<file path="config.mk">
export PLATFORM = sky130hd
export DESIGN_NAME = crc32_job_arbiter
export DESIGN_NICKNAME = d
export VERILOG_FILES = /design/src/rtl/crc32_job_arbiter.sv
export SDC_FILE = /design/constraint.sdc
export NUM_CORES = 1
export LEC_CHECK = 0
export ABC_CLOCK_PERIOD_IN_PS = 1660
export BUFFER_PORTS_ARGS = -buffer_cell sky130_fd_sc_hd__clkbuf_2
export CAP_MARGIN = 30
export CELL_PAD_IN_SITES_DETAIL_PLACEMENT = 1
export CELL_PAD_IN_SITES_GLOBAL_PLACEMENT = 2
export CORE_MARGIN = 2
export CORE_UTILIZATION = 22
export DETAILED_ROUTE_END_ITERATION = 12
export PLACE_DENSITY_LB_ADDON = 0.1
export SYNTH_ARGS = -nofsm -noshare
export SYNTH_HDL_FRONTEND = slang
export SYNTH_SLANG_ARGS = --single-unit
</file>
<file path="constraint.sdc">
create_clock -name clk -period 1.66 [get_ports clk]
set_input_delay 0.249 -clock clk [delete_from_list [all_inputs] [get_ports clk]]
set_output_delay 0.249 -clock clk [all_outputs]
set_load 0.01 [all_outputs]
</file>
<file path="src/rtl/crc32_job_arbiter.sv">
// crc32_job_arbiter: round-robin arbiter sharing one CRC-32 engine among NUM_REQ requesters
module crc32_job_arbiter #(
  parameter int NUM_REQ = 4,
  parameter int TIMEOUT = 64,
  localparam int ID_W = $clog2(NUM_REQ)
) (
  input  logic                 clk,
  input  logic                 rst_n,
  input  logic [NUM_REQ-1:0]   req,
  input  logic [32*NUM_REQ-1:0] req_data,
  output logic [NUM_REQ-1:0]   grant,
  output logic                 resp_valid,
  output logic [ID_W-1:0]      resp_id,
  output logic [31:0]          resp_crc,
  output logic                 resp_err,
  output logic                 busy,
  output logic [15:0]          jobs_done,
  output logic [31:0]          eng_data,
  output logic                 eng_start,
  output logic                 eng_data_valid,
  input  logic                 eng_ready,
  input  logic                 eng_done,
  input  logic [31:0]          eng_crc
);
  localparam int CW = $clog2(TIMEOUT);
  typedef enum logic [1:0] {IDLE, ISSUE, WAIT, RESP} state_t;
  state_t state, state_d;
  logic [ID_W-1:0] rr_ptr, rr_ptr_d, win, win_d, sel, resp_id_d;
  logic [CW-1:0] cnt, cnt_d;
  logic [NUM_REQ-1:0] grant_d;
  logic [31:0] eng_data_d, resp_crc_d;
  logic [15:0] jobs_done_d;
  logic eng_start_d, resp_valid_d, resp_err_d, busy_d, fin;
  // first requesting index found ascending from rr_ptr, wrapping
  always_comb begin
    sel = rr_ptr;
    for (int i = NUM_REQ - 1; i >= 0; i--)
      if (req[(int'(rr_ptr) + i) % NUM_REQ]) sel = ID_W'((int'(rr_ptr) + i) % NUM_REQ);
  end
  // next state and next registered outputs
  always_comb begin
    state_d = state;
    rr_ptr_d = rr_ptr;
    win_d = win;
    cnt_d = cnt;
    eng_data_d = eng_data;
    grant_d = '0;
    eng_start_d = 1'b0;
    resp_valid_d = 1'b0;
    resp_id_d = resp_id;
    resp_crc_d = resp_crc;
    resp_err_d = resp_err;
    jobs_done_d = jobs_done;
    fin = 1'b0;
    case (state)
      IDLE: if (|req && eng_ready) begin
        state_d = ISSUE;
        win_d = sel;
        eng_data_d = req_data[32*int'(sel) +: 32];
        grant_d = NUM_REQ'(1) << sel;
        eng_start_d = 1'b1;
      end
      ISSUE: begin
        state_d = WAIT;
        cnt_d = '0;
      end
      WAIT: begin
        cnt_d = cnt + 1'b1;
        fin = eng_done || cnt == CW'(TIMEOUT - 1);
        if (fin) begin
          state_d = RESP;
          resp_valid_d = 1'b1;
          resp_id_d = win;
          resp_crc_d = eng_done ? eng_crc : '0;
          resp_err_d = !eng_done;
          jobs_done_d = jobs_done + 1'b1;
          rr_ptr_d = (win == ID_W'(NUM_REQ - 1)) ? '0 : win + 1'b1;
        end
      end
      default: state_d = IDLE;
    endcase
    busy_d = state_d != IDLE;
  end
  // state and output registers
  always_ff @(posedge clk) begin
    if (!rst_n) begin
      state <= IDLE;
      rr_ptr <= '0;
      win <= '0;
      cnt <= '0;
      grant <= '0;
      resp_valid <= 1'b0;
      resp_id <= '0;
      resp_crc <= '0;
      resp_err <= 1'b0;
      busy <= 1'b0;
      jobs_done <= '0;
      eng_data <= '0;
      eng_start <= 1'b0;
      eng_data_valid <= 1'b0;
    end else begin
      state <= state_d;
      rr_ptr <= rr_ptr_d;
      win <= win_d;
      cnt <= cnt_d;
      grant <= grant_d;
      resp_valid <= resp_valid_d;
      resp_id <= resp_id_d;
      resp_crc <= resp_crc_d;
      resp_err <= resp_err_d;
      busy <= busy_d;
      jobs_done <= jobs_done_d;
      eng_data <= eng_data_d;
      eng_start <= eng_start_d;
      eng_data_valid <= eng_start_d;
    end
  end
endmodule

</file>
==> key figures <==
Die
  • Die Area: around 23000 um2
  • # rows: 54
  • I/O pin total: 259
  • Die Ht: approximately 150 um
  • Starting Density: 0.2222
  • Die width: 152.0 um
  • Core footprint: between 20000 and 25000 um2

Finish
  • Fin nets: 981
  • Commonest cells after routing, fill and taps aside: 258 x clkbuf_2, 97 x dfxtp_1, 47 x a21oi_1, 46 x nand2_1, 42 x buf_4
  • Commonest non-fill, non-tap cell in the layout: clkbuf_2
  • Share of cells above drive strength 1: 0.5308
  • Fill cells: around 2600
  • Layout area overhead: 57.58%
  • # diodes: 0

Timing
  • Period utilisation layout: 1.034
  • Final hold violation count: 0
  • Worst Tran Pin Value: approximately 0.44 ns
  • Slew Limit Fails: 0
  • Setup violators final: 4
  • Hold Worst Slack: 0.1008 ns
  • Worst setup margin: -0.05684 ns
  • Relative slew slack: 0.7041
  • RSZ-0062 raised after global routing: yes
  • Fin crit period: 1.717 ns
  • Peak Freq: 582.5 MHz
  • Clock skew: 0.009980 ns

Global routing
  • Total GRT Usage: 0.1576
  • Grt total ovfl: 0
  • Grt met2 use: 0.2754
  • Met1 Resource Use GR: 0.1859
  • Most used routing layer: met2
  • Vias in the first global route: about 5300
  • Initial antenna violation count: 0
  • Largest net degree at the start of global routing: 40
  • First-pass GRT wire length: 29.59 mm
  • GRT met3 Usage: 0.05134

Placement
  • Final Wtd Congestion: 0.7823
  • IO buf count: 258
  • Post-Place Setup Slack: -0.1554 ns
  • Final HPWL DP: approximately 14 mm

Power and ir drop
  • Clock share of power: 0.276
  • Combinational Power Share: 0.350
  • PwrDens: 1081 nW/um2
  • Tot Pwr: 8.213 mW
  • Pleak: 3.390 nW
  • Register share of total power: 0.374
  • Switch share: 0.3437
  • Internal Power: 5.390 mW
  • P_sw: ~2.8 mW
  • Peak supply drop: between 400 and 500 uV

Worst setup path
  • Worst path top cell family by delay: simple AND/OR/NAND/NOR gates
  • CP max stage cell: or4_1
  • WP buf/inv: 1
  • Critical Path End Type: flip-flop
  • Worst setup SP type: flip-flop
  • Crit-path max FO: 8
  • Critical Path RT: around 2 ns
  • CP peak stage delay: 0.50 ns
  • CP Cell Sequence: inv_2 -> ha_4 -> and4_4 -> a31o_4 -> nand3_4 -> or4_1 -> nand2_1
  • Crit path DAT: 2.01 ns
  • Crit Path Class: flip-flop to flip-flop

Clocking
  • CTS Hold Bufs: 0
  • Clock slew at reported path FFs: 0.08 ns
  • H-tree depth: 3
  • CTS tree: built
  • Clock Tree Buf Depth: 2
  • CTS sink cnt: 102
  • Clk root buf: clkbuf_16
  • Cts bufs inserted: 9
  • Clock Latency Late Sink: 0.36 ns

Flow run
  • Max-cap viol count: 0

Detailed routing
  • Routed WL: roughly 19 mm
  • DRC: 0
  • Via count: 5083
  • DR pass1 iterations: 4
  • Via density: 4.655
  • Initial DRC Count: 160
  • Wirelength per Cell: approximately 17 um
  • Post-DRT Antenna Nets: 0

Logic synthesis
  • Post-Synthesis Cells: 519
  • Synth Warn #: 0
  • Synth unique cells: 46
  • Register area share after synthesis: 0.4237
  • Synthesized area: approximately 4800 um2
  • Post-Syn Nets: between 600 and 700
  • Post-Syn Area per Cell: 9.286 um2
  • Synth Register Bits: 102

Status
  • Status: finished, violations left
  • Failing checks: setup timing

Hold path
  • Hold crit path type: input port to flip-flop
## flip-flops by register name, summed over array words and instances (netlist names), 2 cells and up
register	cells
state	2
resp_id	2
jobs_done	16
win	2
rr_ptr	2
eng_data	32
grant	4
resp_crc	32
cnt	6
## cell usage after synthesis (all sizes together)
cell	n	share of area
or4	1	0.0016
clkbuf	20	0.016
nand3b	2	0.0031
nand2	46	0.036
clkinv	1	0.00078
o221ai	32	0.094
nand2b	3	0.0039
a211o	1	0.0018
nor2b	1	0.0013
and2	5	0.0065
ha	6	0.016
and4	1	0.0018
xor2	7	0.013
nand4	9	0.012
nor2	24	0.019
o21ai	10	0.010
or3	9	0.012
a31o	1	0.0018
o21a	1	0.0016
a22o	1	0.0018
buf	21	0.031
a211oi	2	0.0031
o22ai	1	0.0013
nand3	43	0.049
a32oi	32	0.058
nand4b	1	0.0018
o211ai	1	0.0016
a31oi	3	0.0070
mux2i	37	0.077
dfxtp	102	0.42
inv	42	0.033
a21oi	48	0.051
nor3	2	0.0031
xnor2	2	0.0036
o311ai	1	0.0034
## kinds of logic (layout without fill, tap and decap cells)
| group | count (synthesis) | after routing | share of synthesized area |
|---|---|---|---|
| compound gates | 134 | 134 | 0.2370 |
| mux | 37 | 37 | 0.07684 |
| buf+inv | 84 | 377 | 0.08021 |
| fa+ha+maj | 6 | 6 | 0.01558 |
| simple gates | 147 | 147 | 0.1503 |
| flops | 102 | 102 | 0.4237 |
| xor+xnor | 9 | 9 | 0.01636 |
## per-layer routing
layer	vias to the layer above	wire [um]
met5	-	0
met4	0	313
met3	17	1268
met2	148	9545
met1	2444	7970
li1	2474	-
## final cells by class
| type | instances | area [um2] | share of cell area |
|---|---|---|---|
| tap | 280 | 350.3 | 0.04613 |
| sequential | 102 | 2051 | 0.2700 |
| timing repair buffer | 318 | 1946 | 0.2562 |
| multi-input combinational | 333 | 2779 | 0.3659 |
| clock inverter | 6 | 68.82 | 0.009061 |
| inverter | 43 | 161.4 | 0.02125 |
| clock buffer | 10 | 239.0 | 0.03147 |
## metrics by stage
stage            util  instance area (um2)  setup TNS, ns  std cells
3_3_place_gp   0.3105                 6734        -0.1800       1061
4_1_cts        0.3391                 7355         -1.493       1083
2_1_floorplan       -                 4847       -0.01620        519
3_5_place_dp   0.3105                 6734         -2.638       1061
6_report       0.3502                 7595       -0.09747       1092
5_1_grt        0.3502                 7595         -3.593       1092
## power by group through the flow
stage          combinational, mW  clock (mW)  sequential (mW)
2_1_floorplan               1.25           0             3.21
3_3_place_gp                2.48           0             3.07
3_5_place_dp                2.54           0             3.08
4_1_cts                     2.73        2.37             3.07
5_1_grt                     3.14        2.45             3.13
6_report                    2.88        2.26             3.07
## worst paths after layout
path / end / depth (start not counted) / from / slack [ns]
worst max register to register: jobs_done[8]$_SDFFE_PN0P_ / 7 / state[0]$_SDFF_PN0_ / -0.06
worst min-delay path: resp_crc[23]$_SDFFE_PN0P_ / 3 / eng_crc[23] / 0.10
worst max-delay path: jobs_done[8]$_SDFFE_PN0P_ / 7 / state[0]$_SDFF_PN0_ / -0.06
worst min register to register: resp_err$_SDFFE_PN0P_ / 2 / resp_err$_SDFFE_PN0P_ / 0.47
## worst reg2reg max path, stage by stage (launching register included)
cell,delay (ns)
dfxtp_2,0.32
inv_2,0.07
ha_4,0.14
and4_4,0.21
a31o_4,0.20
nand3_4,0.13
or4_1,0.50
nand2_1,0.08
## repair_timing
action	in CTS	in global routing
endpoints found under the setup margin	42	81
pin swaps	11	11
resized for setup	41	27
buffers inserted	5	9
cloned	1	2
Note: power is estimated with default switching activity, not from simulation.
